`config.mk`:
```
export PLATFORM = sky130hd
export DESIGN_NAME = cpu19_mem_arbiter
export DESIGN_NICKNAME = d
export VERILOG_FILES = /design/src/rtl/cpu19_mem_arbiter.sv
export SDC_FILE = /design/constraint.sdc
export NUM_CORES = 1
export LEC_CHECK = 0
export CORE_MARGIN = 3
export CORE_UTILIZATION = 29
export CTS_BUF_LIST = sky130_fd_sc_hd__clkbuf_16
export DETAILED_ROUTE_END_ITERATION = 6
export GPL_TIMING_DRIVEN = 0
export PLACE_DENSITY = 0.79
export SYNTH_ARGS = -nofsm -noshare
export SYNTH_HDL_FRONTEND = slang
export SYNTH_SLANG_ARGS = --single-unit
export TNS_END_PERCENT = 20
```
`constraint.sdc`:
```
create_clock -name clk -period 2.8 [get_ports clk]
set_input_delay 0.28 -clock clk [delete_from_list [all_inputs] [get_ports clk]]
set_output_delay 0.28 -clock clk [all_outputs]
set_load 0.01 [all_outputs]
```
`src/rtl/cpu19_mem_arbiter.sv`:
```
// cpu19 memory arbiter: shares one memory port between fetch, lsu and FFT.
// Round-robin grant with a bounded FFT burst lock and tagged read return.
module cpu19_mem_arbiter #(
    parameter int DW       = 19,
    parameter int AW       = 19,
    parameter int MAX_LOCK = 16
) (
    input  logic            clk,
    input  logic            reset,
    input  logic [2:0]      req,
    input  logic [2:0]      we,
    input  logic [3*AW-1:0] addr,
    input  logic [3*DW-1:0] wdata,
    input  logic            fft_lock,
    output logic [2:0]      gnt,
    output logic [2:0]      rvalid,
    output logic [DW-1:0]   rdata,
    output logic            mem_we,
    output logic [AW-1:0]   mem_addr,
    output logic [DW-1:0]   mem_wdata,
    input  logic [DW-1:0]   mem_rdata
);

    typedef enum logic [1:0] {
        UNLOCKED,
        LOCKED,
        COOLDOWN
    } lock_state_t;

    localparam logic [7:0] LOCK_MAX = 8'(MAX_LOCK);

    lock_state_t state, state_nxt;
    logic [7:0]  lock_cnt, lock_cnt_nxt;
    logic [1:0]  last;
    logic [1:0]  win;
    logic        found;
    logic        fft_gnt;

    function automatic logic [1:0] rr_idx(input logic [1:0] l, input logic [1:0] k);
        logic [2:0] s;
        s = {1'b0, l} + {1'b0, k} + 3'd1;
        return (s >= 3'd3) ? 2'(s - 3'd3) : s[1:0];
    endfunction

    // Cooldown pushes FFT behind fetch/lsu by skipping it in the first scan
    always_comb begin : arb
        logic [1:0] idx;
        idx   = '0;
        win   = '0;
        found = 1'b0;
        if (state == LOCKED && req[2]) begin
            win   = 2'd2;
            found = 1'b1;
        end else begin
            for (int k = 0; k < 3; k++) begin
                idx = rr_idx(last, 2'(k));
                if (!found && req[idx] && !(state == COOLDOWN && idx == 2'd2)) begin
                    win   = idx;
                    found = 1'b1;
                end
            end
            if (!found && req[2]) begin
                win   = 2'd2;
                found = 1'b1;
            end
        end
    end

    always_comb begin
        gnt       = '0;
        mem_we    = 1'b0;
        mem_addr  = '0;
        mem_wdata = '0;
        if (found) begin
            gnt[win]  = 1'b1;
            mem_we    = we[win];
            mem_addr  = addr[win*AW +: AW];
            mem_wdata = wdata[win*DW +: DW];
        end
    end

    assign rdata   = mem_rdata;
    assign fft_gnt = found && (win == 2'd2);

    always_comb begin
        state_nxt    = state;
        lock_cnt_nxt = lock_cnt;
        unique case (state)
            UNLOCKED: begin
                if (fft_gnt && fft_lock) begin
                    lock_cnt_nxt = 8'd1;
                    state_nxt    = (LOCK_MAX == 8'd1) ? COOLDOWN : LOCKED;
                end
            end
            LOCKED: begin
                if (!req[2] || !fft_lock) begin
                    state_nxt    = UNLOCKED;
                    lock_cnt_nxt = '0;
                end else begin
                    lock_cnt_nxt = lock_cnt + 8'd1;
                    if (lock_cnt_nxt == LOCK_MAX) state_nxt = COOLDOWN;
                end
            end
            COOLDOWN: begin
                state_nxt    = UNLOCKED;
                lock_cnt_nxt = '0;
            end
            default: begin
                state_nxt    = UNLOCKED;
                lock_cnt_nxt = '0;
            end
        endcase
    end

    always_ff @(posedge clk or posedge reset) begin
        if (reset) begin
            last     <= 2'd2;
            rvalid   <= '0;
            state    <= UNLOCKED;
            lock_cnt <= '0;
        end else begin
            if (found) last <= win;
            rvalid   <= (found && !we[win]) ? gnt : 3'b000;
            state    <= state_nxt;
            lock_cnt <= lock_cnt_nxt;
        end
    end

endmodule

```
---- Yosys cells after proc, flatten, opt, wreduce, memory -nomap -nowiden ----
Cells that the tools add are included.
word-level totals
  flip-flop bits (word level) ............. 15
  latch bits .............................. 0
  bits in writable memories ............... 0
  ROM bits ................................ 0
  input port bits ......................... 142
  output and inout port bits .............. 64
  logic and storage cells ................. 96
  memories kept ........................... 0
cells by class
  add/sub/neg operators ................... 8
  $mul .................................... 1
  divide/modulo/power cells ............... 0
  magnitude comparators ................... 8
  eq/ne operators ......................... 9
  shift operators ......................... 2
  muxes and demuxes ....................... 38
  bitwise gates (word level) .............. 0
  reduce and logical (&&, ||, !) cells .... 26
operator list
  cell                                                                                  count
  57-bit by 8-bit indexed part select with 19-bit output                                2
  19-bit two-way mux                                                                    2
  2-bit two-way mux                                                                     11
  8-bit two-way mux                                                                     2
  8-bit one-hot mux with 2 select lines                                                 1
  1-bit logical AND                                                                     14
  1-bit two-way mux                                                                     14
  2-bit by 3-bit < comparator with 1-bit output (second input constant)                 4
  2-bit == test (second input constant)                                                 5
  3-bit by 2-bit greater-or-equal comparator with 1-bit output (second input constant)  3
  1-bit logical NOT                                                                     9
  8-bit by 1-bit adder with 8-bit output (second input constant)                        1
  1-bit binary-select mux with 2-bit select                                             4
  8-bit by 5-bit == test with 1-bit output (second input constant)                      1
  2-bit by 5-bit multiplier with 7-bit output (second input constant)                   1
  3-bit by 1-bit adder with 3-bit output (second input constant)                        2
  3-bit two-way mux                                                                     2
  2-bit subtractor (second input constant)                                              3
  2-bit one-hot mux with 2 select lines                                                 1
  2-bit by 1-bit adder with 3-bit output (second input constant)                        1
  2-bit by 2-bit adder with 3-bit output (second input constant)                        1
  3-bit by 1-bit inequality test with 1-bit output (second input constant)              1
  1-bit demux with 2-bit select                                                         1
  2-bit by 1-bit == test with 1-bit output (second input constant)                      1
  other kinds (5)                                                                       5

---- Depth between registers and ports, before layout ----
  depth after elaboration ................. 29
  mapped depth ............................ 11
  mapped depth without buffers ............ 9

---- Least setup slack after synthesis ----
No wires, ideal clock.
  kind .................................... register -> output
  start ................................... register last[1]
  end ..................................... output port mem_addr[10]
  arrival ................................. 2.430 ns
  data required time ...................... 2.520 ns
  path slack .............................. 0.090 ns
  cell stages (with the launch flop) ...... 12
  path buffers ............................ 2
  cells stage by stage .................... dfstp_2 > inv_1 > ha_1 > buf_2 > and2_1 > a311o_1 > nor4_2 > a31oi_4 > clkinv_2 > buf_4 > a21oi_1 > a21oi_1
between the ends
  longest elaborated chain between the ends .. 26
  elaborated cells between the ends (all ways) .. 53
  classes of those cells .................. add/sub: 7; mul: 1; order compare: 3; eq/ne: 3; shift: 1; mux: 23; reduce/logical: 15
ends and longest elaborated chain
  what                                                                             line  text
  start, declared                                                                  34    logic [1:0] last;
  start signal, assigned                                                           122   if (found) last <= win;
  branches (longest 25 deep; another with 2-bit by 1-bit adder with 3-bit output)  n/a
  19-bit two-way mux (*)                                                           74    if (found) begin
  end, declared                                                                    19    output logic [AW-1:0] mem_addr,
Every way passes the cells marked *. The select of a mux whose other input is x is not followed.

---- Final worst setup path ----
  start ................................... register last[1]
  end ..................................... output port mem_addr[1]
The elaborated chain is that of the path after synthesis.

==> flow_summary.yaml <==
logic_synthesis:
  synth_xor_area_share_pct: 0.888
  synth_edf_count: 0
  yosysUniqueCellTypes: 47
  netlist_area_mm2: 0.00197
  synth_seq_cells: 15
  synthArstFlopShare_pct: 100
  synthMuxAreaShare_pct: 8.12
  synth_compound_area_share_pct: 32.7
  synth_warnings: 0
  synth_top_family_by_area: "compound AO/OA/AOI/OAI gates"
  synth_ff_type: "dfrtp_1"
  syn_inst: 283
  synth.avg_cell_area_um2: 6.97
  ys_seq_area_share_pct: 19.1
  synth-adder-area-share_pct: 3.17
  synth-simple-area-share_pct: 22.3
  synth_nets: 430
run_status:
  outcome: "finished, violations left"
  violations: "negative setup slack"
sta:
  drv_slew: 0
  fmaxAchievable_mhz: 327
  hold_slack_ns: 0.401
  period_needed_ns: 3.06
  fin_setup_tns_ns: -7.48
  hold_violations: 0
  fin_ws_ns: -0.260
  skew_ns: 0.00124
  post-route-period-util_pct: 109
  worst_slew_pin_slew_ns: 0.584
  setup_violations: 41
  rsz0062_at_grt: "yes"
  slew_headroom_pct: 61.0
clocking:
  clockRootBuffer: "clkbuf_16"
  cts_tree: "built"
  cts_made_buffers: 3
  htreeDepth: 1
  clock-sinks: 15
  clk_pin_slew_worst_paths_ns: 0.05
  clk_latency_ns: 0.24
  ctsLongestPathBuffers: 2
route:
  routed_wl_um: 9460
  drc_errors: 0
  via_per_inst: 5.05
  drtAntennaViolNets: 0
  drt_iter0_drc: 94
  routedWlPerCell_um: 16.2
  vias: 2938
  dr.pass1.iters: 4
worst_setup_path:
  cp_data_required_time_ns: 2.52
  r2r_cells: 11
  rrSetupSlack_ns: 0.17
  r2r-start: "last[1]"
  crit_start: "last[1]"
  critPathArrivalTime_ns: 2.78
  crit_path_max_fanout: 8
  crit_end: "mem_addr[1]"
  cp-start-kind: "register"
  r2r-end: "lock_cnt[4]"
  worst_setup_path_end_kind: "output pin"
  worstSetupPathType: "reg -> out"
floorplanning:
  fp.dieH_um: 88.5
  core_area_mm2: 0.00646
  initial_core_util_pct: 30.5
  pin_count: 206
  row_count: 29
  die-area_mm2: 0.00783
  die_w_um: 88.5
final_layout:
  fillers: 554
  nNetsFinal: 653
  drive_gt1_share_pct: 29.9
  syn_to_final_growth_pct: 122
  final_util_pct: 67.9
  antenna-diode-count: 0
  postLayoutCellArea_mm2: 0.00438
power:
  leakagePower_uw: 0.00203
  p_per_area_mw_per_mm2: 1190
  internal-power_uw: 2740
  p_sw_uw: 2490
  peakVddDrop_v: 0.000608
  clockPowerShare_pct: 5.2
  p_seq_share_pct: 6.0
  comb_power_share_pct: 88.8
  swShare_pct: 47.6
place:
  gp_congestion: 0.936
  placed_area_mm2: 0.00393
  preCtsSetupSlack_ns: -0.760
  port_buffers: 186
  hpwl_um: 6920
run:
  maxCapViolations: 0
global_route:
  grt_pass1_wl_um: 13400
  grt_max_degree: 16
  overflow: 0
  grt_pass1_vias: 2828
  grt_use_total_pct: 21.8
  antenna_found_initial: 0
worst_hold_path:
  hp-class: "in -> async"
per-stage QoR:
step / power (uW) / std cells
final: 5240 / 582
after global routing: 5630 / 582
after CTS: 4920 / 572
after detailed placement: 4310 / 546
after global placement: 4260 / 546
after floorplan: 2410 / 283
cell usage in the layout (no fill, tap or decap), types with 2 or more instances in the layout:
master           Yosys  final
nand2_1             47     47
nor2_1              11      9
clkdlybuf4s50_1      0    144
inv_1                5      4
and3b_1              2      2
buf_6                2     18
and3_1               3      3
buf_4               22     40
ha_1                 5      3
xor2_1               2      2
a21oi_4              0      2
o21ai_1             17     17
a211o_1              3      3
a21oi_2              3     13
buf_2                9     41
nor3_1               4      4
inv_2                1      2
a21oi_1             76     64
buf_8                0      4
clkbuf_16            0      3
nor2_4               0      2
dfrtp_1             14     13
nand2b_1             4      4
mux2i_1             16     15
a22o_1               3      3
buf_12               0      3
nand3_1              5      4
o22ai_1              2      2
cell usage after synthesis, types with 4 or more instances:
| cell type | instances | share of area, % |
|---|---|---|
| inv_1 | 5 | 0.95 |
| nor2_1 | 11 | 2.1 |
| nor3_1 | 4 | 1.0 |
| buf_4 | 22 | 8.4 |
| ha_1 | 5 | 3.2 |
| o21ai_1 | 17 | 4.3 |
| dfrtp_1 | 14 | 18 |
| nand2b_1 | 4 | 1.3 |
| mux2i_1 | 16 | 8.1 |
| buf_2 | 9 | 2.3 |
| a21oi_1 | 76 | 19 |
| nand3_1 | 5 | 1.3 |
| nand2_1 | 47 | 8.9 |
state kept, by name, summed over array words and instances, names as in the netlist:
signal,cells
lock_cnt,8
rvalid,3
state,2
last,2
metal layers:
metal	wire, um	track usage, %	part of all wire [%]	vias up
met3	682	4.00	7.2	17
met4	159	5.08	1.7	0
met5	0	0	0	-
li1	-	-	-	1430
met1	3650	26.0	39	1339
met2	4970	40.0	53	152
timing repair:
action                                  4_1_cts  5_1_grt
resized for setup                           234       18
buffers inserted                             18       11
gates cloned                                  5        0
hold buffers                                  0        0
pin swaps                                    29       13
endpoints found under the setup margin       42       42
worst max-delay path, cell delays in order, from the launching register on:
cell and delay (ns):
dfstp_2 0.53, inv_2 0.05, ha_4 0.35, nor2_4 0.04
a32o_2 0.32, nor4_4 0.33, a31oi_4 0.06, buf_12 0.17
inv_8 0.05, buf_12 0.12, buf_6 0.12, a21oi_1 0.06
a21oi_1 0.17, buf_2 0.16
layout make-up:
type | count | area [um2] | share of cell area (%)
repair buffers | 219 | 1990 | 45.5
multi-input cells | 225 | 1470 | 33.6
flip-flops and latches | 15 | 378 | 8.62
plain buffers | 35 | 329 | 7.51
well taps | 77 | 96.3 | 2.20
clock buffers | 3 | 75.1 | 1.71
inverters | 7 | 36.3 | 0.828
clock inverters | 1 | 3.75 | 0.0856
power groups by stage:
stage               registers (uW)  clock network, uW  logic, uW
global route                   321                285       5030
finish                         313                272       4650
detailed placement             311                  0       3990
floorplan                      310                  0       2100
CTS                            310                276       4330
global placement               309                  0       3960
logic make-up (layout without fill, tap and decap cells):
group           count (synthesis)  count (layout)
simple gates                   89              89
fa+ha+maj                       5               5
buf+inv                        43             265
flops                          15              15
compound gates                113             113
mux                            16              16
xor+xnor                        2               2
worst min-delay path by stage:
stage	from	end	cells past startpoint
2_1_floorplan	reset	last[0]	1
3_3_place_gp	lock_cnt[0]	lock_cnt[0]	1
3_5_place_dp	last[1]	last[1]	2
4_1_cts	reset	lock_cnt[3]	2
5_1_grt	reset	lock_cnt[3]	2
6_report	reset	lock_cnt[0]	2
(Power assumes the default switching activity.)
